==> config.mk <==
export PLATFORM = sky130hd
export DESIGN_NAME = instruction_fetch_controller
export DESIGN_NICKNAME = d
export VERILOG_FILES = /design/src/rtl/fetch_pkg.sv /design/src/rtl/fetch_buffer.sv /design/src/rtl/instruction_fetch_controller.sv
export SDC_FILE = /design/constraint.sdc
export NUM_CORES = 1
export LEC_CHECK = 0
export CAP_MARGIN = 20
export CELL_PAD_IN_SITES_DETAIL_PLACEMENT = 1
export CELL_PAD_IN_SITES_GLOBAL_PLACEMENT = 1
export CORE_ASPECT_RATIO = 0.7
export CORE_MARGIN = 2
export CORE_UTILIZATION = 35
export DETAILED_ROUTE_END_ITERATION = 12
export GPL_ROUTABILITY_DRIVEN = 0
export PLACE_DENSITY_LB_ADDON = 0.15
export SYNTH_ARGS = -nofsm -noshare
export SYNTH_HDL_FRONTEND = slang
export SYNTH_SLANG_ARGS = --single-unit
==> constraint.sdc <==
create_clock -name clk -period 5.2 [get_ports clk]
set_input_delay 0.78 -clock clk [delete_from_list [all_inputs] [get_ports clk]]
set_output_delay 0.78 -clock clk [all_outputs]
set_load 0.03 [all_outputs]
==> src/rtl/fetch_pkg.sv <==
// rtl/fetch_pkg.sv - shared state encoding and constants for the instruction fetch controller
package fetch_pkg;
    typedef enum logic [1:0] {
        IDLE  = 2'd0,
        FETCH = 2'd1,
        HALT  = 2'd2
    } fetch_state_t;

    localparam logic [31:0] TEXT_BASE_DEFAULT = 32'h0040_0000;
    localparam logic [31:0] WORD_BYTES        = 32'd4;
endpackage

==> src/rtl/fetch_buffer.sv <==
// rtl/fetch_buffer.sv - 2-entry FIFO of {instr, pc} between fetch and decode
module fetch_buffer #(
    parameter int DATA_WIDTH = 32
) (
    input  logic                  clk,
    input  logic                  reset,
    input  logic                  push,
    input  logic                  pop,
    input  logic                  flush,
    input  logic [DATA_WIDTH-1:0] push_instr,
    input  logic [DATA_WIDTH-1:0] push_pc,
    output logic [1:0]            count,
    output logic                  head_valid,
    output logic [DATA_WIDTH-1:0] head_instr,
    output logic [DATA_WIDTH-1:0] head_pc
);
    logic [DATA_WIDTH-1:0] instr_mem [2];
    logic [DATA_WIDTH-1:0] pc_mem    [2];
    logic                  wr_ptr;
    logic                  rd_ptr;

    always_ff @(posedge clk or negedge reset) begin
        if (!reset) begin
            count        <= 2'd0;
            wr_ptr       <= 1'b0;
            rd_ptr       <= 1'b0;
            instr_mem[0] <= '0;
            instr_mem[1] <= '0;
            pc_mem[0]    <= '0;
            pc_mem[1]    <= '0;
        end else if (flush) begin
            count  <= 2'd0;
            wr_ptr <= 1'b0;
            rd_ptr <= 1'b0;
        end else begin
            if (push) begin
                instr_mem[wr_ptr] <= push_instr;
                pc_mem[wr_ptr]    <= push_pc;
                wr_ptr            <= ~wr_ptr;
            end
            if (pop) begin
                rd_ptr <= ~rd_ptr;
            end
            case ({push, pop})
                2'b10:   count <= count + 2'd1;
                2'b01:   count <= count - 2'd1;
                default: count <= count;
            endcase
        end
    end

    // Head is forced to zero when empty so decode never sees stale words.
    assign head_valid = (count != 2'd0);
    assign head_instr = head_valid ? instr_mem[rd_ptr] : '0;
    assign head_pc    = head_valid ? pc_mem[rd_ptr]    : '0;
endmodule

==> src/rtl/instruction_fetch_controller.sv <==
// rtl/instruction_fetch_controller.sv - fetch PC, ROM addressing, legality check and decode buffer
module instruction_fetch_controller
    import fetch_pkg::*;
#(
    parameter int                    DATA_WIDTH   = 32,
    parameter logic [DATA_WIDTH-1:0] TEXT_BASE    = TEXT_BASE_DEFAULT,
    parameter int                    MEMORY_DEPTH = 32
) (
    input  logic                  clk,
    input  logic                  reset,
    input  logic                  enable_i,
    input  logic                  redirect_i,
    input  logic [DATA_WIDTH-1:0] redirect_target_i,
    output logic [DATA_WIDTH-1:0] imem_address_o,
    input  logic [DATA_WIDTH-1:0] imem_instruction_i,
    output logic                  instr_valid_o,
    input  logic                  instr_ready_i,
    output logic [DATA_WIDTH-1:0] instr_o,
    output logic [DATA_WIDTH-1:0] pc_o,
    output logic                  fault_o
);
    // One extra bit so the upper bound cannot wrap near the top of the address space.
    localparam logic [DATA_WIDTH:0] TEXT_LIMIT =
        {1'b0, TEXT_BASE} + (DATA_WIDTH+1)'(WORD_BYTES * MEMORY_DEPTH);

    fetch_state_t          state, state_next;
    logic [DATA_WIDTH-1:0] fetch_pc, pc_next;
    logic                  legal;
    logic                  push, pop, flush;
    logic [1:0]            count;

    assign legal = (fetch_pc[1:0] == 2'b00) && (fetch_pc >= TEXT_BASE) &&
                   ({1'b0, fetch_pc} < TEXT_LIMIT);

    always_ff @(posedge clk or negedge reset) begin
        if (!reset) begin
            state    <= IDLE;
            fetch_pc <= TEXT_BASE;
        end else begin
            state    <= state_next;
            fetch_pc <= pc_next;
        end
    end

    always_comb begin
        state_next = state;
        pc_next    = fetch_pc;
        push       = 1'b0;
        flush      = 1'b0;
        pop        = instr_valid_o & instr_ready_i;
        case (state)
            IDLE: begin
                if (enable_i) state_next = FETCH;
            end
            FETCH, HALT: begin
                if (redirect_i) begin
                    flush      = 1'b1;
                    pop        = 1'b0;
                    pc_next    = redirect_target_i;
                    state_next = FETCH;
                end else if (state == FETCH) begin
                    if (!legal) begin
                        state_next = HALT;
                    end else if (enable_i && (count != 2'd2 || pop)) begin
                        push    = 1'b1;
                        pc_next = fetch_pc + DATA_WIDTH'(WORD_BYTES);
                    end
                end
            end
            default: state_next = IDLE;
        endcase
    end

    fetch_buffer #(.DATA_WIDTH(DATA_WIDTH)) u_buffer (
        .clk        (clk),
        .reset      (reset),
        .push       (push),
        .pop        (pop),
        .flush      (flush),
        .push_instr (imem_instruction_i),
        .push_pc    (fetch_pc),
        .count      (count),
        .head_valid (instr_valid_o),
        .head_instr (instr_o),
        .head_pc    (pc_o)
    );

    assign imem_address_o = fetch_pc;
    assign fault_o        = (state == HALT);
endmodule
# Word level (Yosys, flattened, before mapping)
# Cells that the tools add are included.
# totals
ram_bits	0
latchBits	0
memories	0
output_inout_bits	98
rom_bits	0
reg_bits	166
# op_classes
bitwise	6
n_addsub	3
reduce_logical	18
n_eq_ne	8
n_shift	0
n_mul	0
muxes	36
n_div	0
magnitude_cmp	5
# ops
cell	n
two-way mux 32 bit	13
bitwise mux 64 bit	2
adder 32 x 3 -> 32 bit, second input constant	1
demux 32 bit (select 1 bit)	1
greater-or-equal comparator 32 x 23 -> 1 bit, second input constant	1
less-than comparator 32 x 23 -> 1 bit, second input constant	1
two-way mux 1 bit	13
nonzero test 2 bit	6
two-way mux 2 bit	5
one-hot mux 2 bit (2 select lines)	2
inequality test 3 bit, second input constant	2
equality test 2 x 1 -> 1 bit, second input constant	2
equality test 2 bit, second input constant	2
greater-or-equal comparator 2 bit, second input constant	2
logical AND 1 bit	4
logical NOT 2 bit	2
inequality test 2 bit, second input constant	2
inverter 1 -> 2 bit	2
AND reduction 4 bit	1
inverter 1 bit	3
AND reduction 3 bit	1
nonzero test 3 bit	1
adder 2 x 1 -> 2 bit, second input constant	1
less-than comparator 2 x 1 -> 1 bit, second input constant	1
5 further kinds	5

# Longest topological paths before layout
# Gate-level depths: netlist of the first run.
# depth
ltp_word	12
ltp_mapped	9
depth_no_buf	7

# Modules after synthesis
# A second synthesis of the first run with hierarchy kept.
# unflattened
cells_unflattened	649
area_unflattened_um2	8187.9
# modules_own_cells
mod	cells_per_inst	area_per_inst_um2	n_inst	seq_area_each_um2
fetch_buffer	433	6233.5	1	3303.2
instruction_fetch_controller	216	1954.4	1	852.1

# Least setup slack after synthesis of the first run
# OpenSTA, ideal clock, no wires.
# synth_timing
kind	reg2out
startpoint	reg u_buffer.rd_ptr
endpoint	out instr_o[0]
stages_incl_launch_ff	5
required_time_ns	4.420
t_arrival_ns	1.715
slack_ns	2.705
path_cell_list	dfrtp_1 -> clkbuf_1 -> buf_1 -> mux2i_1 -> nor2_1
# synth_via
elab_chain_cells	5
# synth_lines
item	line	text
from (decl)	fetch_buffer.sv:20	logic rd_ptr;
from (signal assigned)	fetch_buffer.sv:42	rd_ptr <= ~rd_ptr;
inverter 1 -> 2 bit (implied by the code)	fetch_buffer.sv:54	assign head_instr = head_valid ? instr_mem[rd_ptr] : '0;
two-way mux 32 bit (implied by the code) (3 in a row)	fetch_buffer.sv:54	
two-way mux 32 bit	fetch_buffer.sv:54	
to (decl)	instruction_fetch_controller.sv:18	output logic [DATA_WIDTH-1:0] instr_o,
# No other way between the ends. The select of a mux whose other input is x is not followed.

# Final worst setup path of the first run
# layout_timing
startpoint	reg fetch_pc[7] (netlist: imem_address_o[7])
endpoint	reg u_buffer.instr_mem[48] (netlist name)
# layout_via
elab_chain_cells	8
word_cells_on_any_way	9
classes_between	order compare (2); mux (4); reduce/logical (3)
# layout_lines
item	line	text
from (decl)	instruction_fetch_controller.sv:27	logic [DATA_WIDTH-1:0] fetch_pc, pc_next;
from (signal assigned)	instruction_fetch_controller.sv:41	fetch_pc <= pc_next;
greater-or-equal comparator 32 x 23 -> 1 bit	instruction_fetch_controller.sv:32	assign legal = (fetch_pc[1:0] == 2'b00) && (fetch_pc >= TEXT_BASE) &&
logical AND 1 bit	instruction_fetch_controller.sv:32	
logical AND 1 bit *	instruction_fetch_controller.sv:32	
two-way mux 1 bit *	instruction_fetch_controller.sv:62	if (!legal) begin
two-way mux 1 bit *	instruction_fetch_controller.sv:61	end else if (state == FETCH) begin
two-way mux 1 bit *	instruction_fetch_controller.sv:56	if (redirect_i) begin
two-way mux 1 bit *	instruction_fetch_controller.sv:51	case (state)
AND reduction 2 bit (no source line) *	n/a	
to (signal, indexed assignment)	fetch_buffer.sv:37	instr_mem[wr_ptr] <= push_instr;
to (decl)	fetch_buffer.sv:17	logic [DATA_WIDTH-1:0] instr_mem [2];
# Every way passes the cells marked *; elsewhere a longest branch is shown, timed or not.
# A chain may end at the register's enable or synchronous reset.

==> summary.md, run 1 <==
| Metric | Value |
|---|---|
| Fraction of synthesis flops using an asynchronous set or reset pin | 100% |
| Internal power contribution | 2510 uW |
| Crit path time final | 3.47 ns |
| Total core area | 20,900 um2 |
| LEAKAGE | 0.00428 uW |
| Post-route cell area | 10,000 um2 |
| Maximum clock rate | 288 MHz |
| Die Footprint | 22,700 um2 |
| Status | finished clean |
| CP endpoint kind | flip-flop |
| Number of endpoints failing setup at the final stage | 0 |
| Maximum fanout along the worst path | 14 |
| Switching power share of the total | 35.7% |
| Actual transition at the worst max-transition pin | 0.989 ns |
| WL/cell | 18.7 um |
| CTS tree | yes |
| Library cell occupying the most area in the post-synthesis netlist | sky130_fd_sc_hd__dfrtp_1 |
| Post-Synthesis Cell Area | 7530 um2 |
| CTS Buf Count | 17 |
| Cell family with the largest share of critical-path delay | simple AND/OR/NAND/NOR gates |
| First-pass GRT wire length | 34,100 um |
| Sequential cell area fraction in the yosys report | 55.2% |
| Vias per cell | 5.03 |
| Total global-route track usage | 19.5% |
| Final setup TNS | 0 ns |
| Number of placed I/O pins | 167 |
| Routing usage on met1 | 27.0% |
| Hold bufs inserted after CTS | 0 |
| Worst VDD drop | 0.266 mV |
| Clock tree skew after final layout | 0.0120 ns |
| Cell area after placement | 9480 um2 |
| Count of unresolved DRC violations after routing | 0 |
| CTS clk-pin slew, worst paths | 0.07 ns |
| Root Buffer | sky130_fd_sc_hd__clkbuf_16 |
| Via count of the first global-routing pass | 6,208 |
| Effective utilization at floorplan | 36.0% |
| Top-area cell type share of the netlist area | 54.8% |
| Global route total overflow | 0 |
| Final Total Pwr | 3900 uW |
| Post-synth top flop | sky130_fd_sc_hd__dfrtp_1 |
| First-iteration detailed-routing DRC count | 214 |
| Worst Path Arrival | 3.78 ns |
| Slew Viols, Final | 0 |
| Via total after detailed routing | 5,562 |
| Met3 Usage GRT | 3.99% |
| Maximum number of pins on one net before global-route repair | 87 |
| Clock Power Share | 31.7% |
| Net switching power figure | 1400 uW |
| Share of the cycle needed by the critical path after routing | 66.7% |
| Worst relative slew slack | 33.9% |
| Largest stage delay on the critical path | 0.67 ns |
| Estimated wirelength of the detail-placed design | 14,300 um |
| Sequential power share | 41.4% |
| Number of flip-flops and latches in the synthesized netlist | 166 |
| Max_cap viols | 0 |
| Power density relative to cell area | 388 nW/um2 |
| Maximum level of the CTS H-tree | 4 |
| Total number of placement rows | 44 |
| Unrepaired setup endpoints after global routing | no |
| Category of the worst setup path launch point | flip-flop |
| Post-detailed-route count of antenna-violating nets | 0 |
| Count of synthesis-stage warnings from yosys | 0 |
| Minimum hold slack | 0.390 ns |
| Clock insertion delay at the later pin of the skew report | 0.44 ns |
| Type of the worst min-delay path | in -> async |
| Maximum root-to-sink buffer count | 2 |
| Max stage delay cell, worst path | sky130_fd_sc_hd__nor3b_4 |
| Most congested layer reported by global routing | met2 |
| Number of enable flip-flop cells after synthesis | 0 |
| Number of nets in the layout | 891 |
| Die height | 127 um |
| Width of the chip | 179 um |
| Number of nets produced by synthesis | 733 |
| Required time reported for the critical path endpoint | 5.51 ns |
| Routed wire length | 20,700 um |
| Antenna violations before repair | 0 |
| Port Buf Inserts | 166 |
| DR pass1 iterations | 4 |
| Buffers inserted during post-CTS setup optimization | 0 |
| Worst path bufs/invs | 1 |
| Mean instance size in the synthesized netlist | 11.4 um2 |
| Number of endpoints with negative hold slack in the final report | 0 |
| Number of distinct library cells after synthesis | 47 |
| Fraction of met2 tracks used by global routing | 30.9% |
| Top cells by area in the synthesized netlist | sky130_fd_sc_hd__dfrtp_1, sky130_fd_sc_hd__mux2_2, sky130_fd_sc_hd__mux2i_1, sky130_fd_sc_hd__nor2_1, sky130_fd_sc_hd__nor2b_1 |
| Worst Setup Path Type | reg -> reg |
| Post-Synthesis Cells | 658 |
| Ant. Diodes | 0 |
| Combinational group share of total power | 26.9% |
| Post-Route Utilization | 48.0% |
| Total clock sinks | 166 |
| Share of cells above drive strength 1 | 14.6% |
| Critical path cell sequence | nor4_1 > nand4_1 > nor4_2 > nor3b_4 > buf_4 > mux2_2 |
| Area delta synth->final | 33.4% |
| Post-cts resize count | 0 |
[kinds of logic after synthesis]
family | synth area share (%)
DFF | 55.2
AOI/OAI and AO/OA | 5.10
adders and majority gates | 0.997
xor gates and xnor gates | 0.465
buffers and inverters | 3.29
muxes | 20.1
and+or+nand+nor | 14.9
[state kept, by name, indices dropped and copies added (netlist names)]
signal              cells
imem_address_o         32
u_buffer.instr_mem     64
state                   2
u_buffer.rd_ptr         1
u_buffer.wr_ptr         1
u_buffer.count          2
u_buffer.pc_mem        64
[stage by stage]
step / worst slack, ns / cells
finish: 1.73 / 1105
global route: 1.46 / 1105
CTS: 1.71 / 1105
detailed placement: 1.52 / 1073
global placement: 1.68 / 1072
floorplan: 2.71 / 658
[worst register-to-register path: cells and delay by family (launching register included)]
kind / cells / cell delay (ns)
buffers and inverters: 1 / 0.36
DFF: 1 / 0.45
muxes: 1 / 0.38
and+or+nand+nor: 4 / 2.16
[power by group through the flow]
stage	registers, uW	clock network [uW]	logic [uW]
2_1_floorplan	1820	0	354
6_report	1610	1240	1050
4_1_cts	1610	1280	1060
3_5_place_dp	1630	0	1050
5_1_grt	1640	1320	1140
3_3_place_gp	1630	0	1020
[area by class of cell]
| class | instances | area [um2] |
|---|---|---|
| clock inverters | 14 | 144 |
| clock buffers | 18 | 429 |
| fillers | 2247 | 10900 |
| inverters | 10 | 37.5 |
| well taps | 276 | 345 |
| flip-flops and latches | 166 | 4160 |
| multi-input cells | 444 | 3160 |
| repair buffers | 177 | 1780 |
[synthesized netlist by cell type (all sizes together), types with 3 or more instances]
| cell type | count |
|---|---|
| a21oi | 23 |
| a31oi | 3 |
| and2 | 26 |
| buf | 17 |
| clkbuf | 21 |
| dfrtp | 165 |
| ha | 6 |
| inv | 10 |
| mux2 | 74 |
| mux2i | 68 |
| nand2 | 34 |
| nand3 | 15 |
| nand4 | 8 |
| nor2 | 90 |
| nor2b | 27 |
| nor3 | 3 |
| nor3b | 3 |
| nor4 | 8 |
| o211ai | 3 |
| o21ai | 12 |
| o22ai | 10 |
| o31ai | 3 |
| or2 | 3 |
| or3 | 4 |
| xnor2 | 3 |
[layer usage]
layer	wire [um]	share of wire (%)
met1	9760	47
met5	0	0
met3	647	3.1
met4	272	1.3
met2	10000	48
[worst paths after layout]
path,start,end,slack (ns),cells past startpoint
setup reg to reg,imem_address_o[7],u_buffer.instr_mem[48],1.73,6
hold / removal,reset,imem_address_o[24],0.39,1
setup / recovery,imem_address_o[7],u_buffer.instr_mem[48],1.73,6
hold reg to reg,u_buffer.pc_mem[22],u_buffer.pc_mem[22],0.47,1
min in group clk,u_buffer.pc_mem[22],u_buffer.pc_mem[22],0.47,1
max in group asynchronous,reset,u_buffer.pc_mem[55],3.65,2
[cells in the final DEF, fill, tap and decap left out, drive strengths merged, types with 15 or more instances in the layout]
master         instances
a21oi                 23
and2                  26
clkbuf                18
clkdlybuf4s50        165
dfrtp                165
inv                   15
mux2                  74
mux2i                 68
nand2                 34
nand3                 15
nor2                  90
nor2b                 27
Note: power is estimated with default switching activity, not from simulation.
==> run 2, diff against run 1 <==
==> constraint.sdc (replaced) <==
create_clock -name clk -period 3.39 [get_ports clk]
set_input_delay 0.5085 -clock clk [delete_from_list [all_inputs] [get_ports clk]]
set_output_delay 0.5085 -clock clk [all_outputs]
set_load 0.03 [all_outputs]
==> run 2 against run 1 <==
Utilization rose by 0.32 points. Combinational power is 55% higher. Wire length is essentially flat. Global-route usage about the same. Via count increased by 0.16%. Die area is the same. Sequential share of layout area down 0.28 points. Register-to-register slack got worse by 1.2 ns. Worst setup slack got worse by 1.3 ns. Sequential cell count unchanged.
==> summary.md, run 2 (synthesis results as in run 1) <==
| Metric | Value |
|---|---|
| Smallest setup slack after layout | 0.403 ns (-1.33 ns) |
| Maximum root-to-sink buffer count | 2 (unchanged) |
| Fill cells | 2,211 (-1.6%) |
| Worst r2r dst | u_buffer.instr_mem[51] |
| Number of nets in the layout | 900 (+1.0%) |
| Worst path bufs/invs | 2 (+1) |
| Antenna violations before repair | 0 (unchanged) |
| Slew Viols, Final | 0 (unchanged) |
| Type of the worst min-delay path | in -> async |
| Reg2Reg Depth | 6 (unchanged) |
| Clock insertion delay at the later pin of the skew report | 0.44 ns (about the same) |
| Actual transition at the worst max-transition pin | 1.00 ns (+0.0154 ns) |
| CTS Buf Count | 17 (unchanged) |
| First-iteration detailed-routing DRC count | 252 (+18%) |
| WL/cell | 18.6 um (-0.90%) |
| LEAKAGE | 0.00435 uW (+1.7%) |
| Vias per cell | 5.00 (-0.65%) |
| Hold bufs inserted after CTS | 0 (unchanged) |
| Share of the cycle needed by the critical path after routing | 88.1% |
| Maximum clock rate | 335 MHz |
| Most congested layer reported by global routing | met2 |
| Slack of the worst reg-to-reg path | 0.54 ns (-1.19 ns) |
| CP endpoint kind | output port |
| Die height | 127 um (unchanged) |
| Total number of placement rows | 44 (unchanged) |
| Routing usage on met1 | 26.5% (-0.48 points) |
| Number of placed I/O pins | 167 (unchanged) |
| Post-cts resize count | 0 (unchanged) |
| Number of endpoints with negative hold slack in the final report | 0 (unchanged) |
| Most frequent standard cell in the layout excluding fill and tap cells | sky130_fd_sc_hd__clkdlybuf4s50_1 |
| Worst Path Arrival | 2.48 ns (-1.30 ns) |
| Maximum fanout along the worst path | 24 (+10) |
| Via count of the first global-routing pass | 6,277 (+1.1%) |
| Post-detailed-route count of antenna-violating nets | 0 (unchanged) |
| Max stage delay cell, worst path | sky130_fd_sc_hd__nor2_4 |
| Worst VDD drop | 0.483 mV (+82%) |
| Worst relative slew slack | 32.4% (-1.5 points) |
| Global route total overflow | 0 (unchanged) |
| Share of cells above drive strength 1 | 15.5% (+0.92 points) |
| Crit path time final | 2.99 ns |
| Total clock sinks | 166 (unchanged) |
| Cell family with the largest share of critical-path delay | buffers and inverters |
| Total core area | 20,900 um2 (unchanged) |
| Clock tree skew after final layout | 0.0168 ns (+0.00480 ns) |
| Maximum level of the CTS H-tree | 4 (unchanged) |
| Area of the multi-input gates | 3150 um2 (-0.28%) |
| Critical path cell sequence | nor2_4 > buf_12 > nor2_1 > clkdlybuf4s50_1 |
| Launch instance of the worst register-to-register path | imem_address_o[22] |
| Unrepaired setup endpoints after global routing | no |
| Port Buf Inserts | 166 (unchanged) |
| Width of the chip | 179 um (unchanged) |
| Maximum number of pins on one net before global-route repair | 100 (+15%) |
| Max_cap viols | 0 (unchanged) |
| Count of unresolved DRC violations after routing | 0 (unchanged) |
| Sequential cell area | 4160 um2 (unchanged) |
| Fraction of met2 tracks used by global routing | 30.9% (+0.045 points) |
| Category of the worst setup path launch point | flip-flop |
| CTS clk-pin slew, worst paths | 0.07 ns (about the same) |
| Ant. Diodes | 0 (unchanged) |
| Routed wire length | 20,700 um (about the same) |
| Met3 Usage GRT | 4.41% (+0.42 points) |
| DR pass1 iterations | 4 (unchanged) |
| Area delta synth->final | 34.3% |
| Power density relative to cell area | 598 nW/um2 (+54%) |
| Effective utilization at floorplan | 36.0% (unchanged) |
| Setup WS pre-CTS | 0.481 ns (-1.04 ns) |
| Status | finished clean |
| Die Footprint | 22,700 um2 (unchanged) |
| First-pass GRT wire length | 34,200 um (about the same) |
| Minimum hold slack | 0.159 ns (-0.230 ns) |
| CTS tree | yes |
| Final setup TNS | 0 ns (unchanged) |
| Number of endpoints failing setup at the final stage | 0 (unchanged) |
| Most frequent cells in the layout | sky130_fd_sc_hd__clkdlybuf4s50_1, sky130_fd_sc_hd__dfrtp_1, sky130_fd_sc_hd__nor2_1 |
| Worst Setup Path Type | reg -> out |
| Via total after detailed routing | 5,571 (+0.16%) |
| Largest stage delay on the critical path | 0.63 ns (-0.04 ns) |
| Root Buffer | sky130_fd_sc_hd__clkbuf_16 |
| Estimated wirelength of the detail-placed design | 14,400 um (+0.78%) |
| Required time reported for the critical path endpoint | 2.88 ns (-2.63 ns) |
| Buffers inserted during post-CTS setup optimization | 0 (unchanged) |
| Total global-route track usage | 19.5% (about the same) |
-- run 2: cell type report --
class / count / share of cell area [%]
Inverter: 10 / 0.371
Clock inverter: 14 / 1.46
Timing Repair Buffer: 186 / 18.3
Clock buffer: 18 / 4.24
Tap cell: 276 / 3.41
Multi-Input combinational cell: 444 / 31.1
Sequential cell: 166 / 41.1
-- run 2: worst register-to-register path: stages (launching register included) --
cell and delay (ns):
sky130_fd_sc_hd__dfstp_2 0.58, sky130_fd_sc_hd__nor4b_1 0.48, sky130_fd_sc_hd__nand3_1 0.29, sky130_fd_sc_hd__nor4_2 0.34, sky130_fd_sc_hd__nor3b_4 0.28, sky130_fd_sc_hd__buf_12 0.32, sky130_fd_sc_hd__mux2_2 0.44
-- run 2: worst max-delay path by stage --
stage	startpoint	endpoint	slack (ns)	depth (start not counted)
finish	u_buffer.count[1]	instr_o[13]	0.40	4
global route	u_buffer.count[1]	instr_o[7]	0.25	4
CTS	u_buffer.count[1]	instr_o[7]	0.34	4
detailed placement	instr_ready_i	u_buffer.instr_mem[35]	0.48	7
global placement	instr_ready_i	u_buffer.instr_mem[41]	0.57	7
floorplan	imem_address_o[22]	u_buffer.instr_mem[36]	1.04	7
-- run 2: stage by stage --
stage	cell area, um2	total power, uW	std cells	utilization (%)
floorplan	7530	3330	658	-
global placement	9540	4080	1082	45.6
detailed placement	9540	4150	1082	45.6
CTS	10100	6120	1114	48.4
global route	10100	6350	1114	48.4
finish	10100	6050	1114	48.4
-- run 2: power by group --
part	total (uW)	internal, uW	switching (uW)
Sequential	2470	2180	290
Combinational	1630	646	987
Clock	1950	1090	856
Total	6050	3920	2130
-- run 2: layer usage --
metal / share of wire [%] / up-vias
met2: 47 / 111
li1: - / 2602
met3: 3.7 / 22
met5: 0 / -
met4: 1.4 / 0
met1: 48 / 2836
==> run 3, diff against run 2 <==
--- a/config.mk
+++ b/config.mk
@@ -14,6 +14,7 @@
 export DETAILED_ROUTE_END_ITERATION = 12
 export GPL_ROUTABILITY_DRIVEN = 0
 export PLACE_DENSITY_LB_ADDON = 0.15
+export SKIP_LAST_GASP = 1
 export SYNTH_ARGS = -nofsm -noshare
 export SYNTH_HDL_FRONTEND = slang
 export SYNTH_SLANG_ARGS = --single-unit
==> results of run 3 <==
The final DEF is identical to that of run 2; final timing and power are the same.
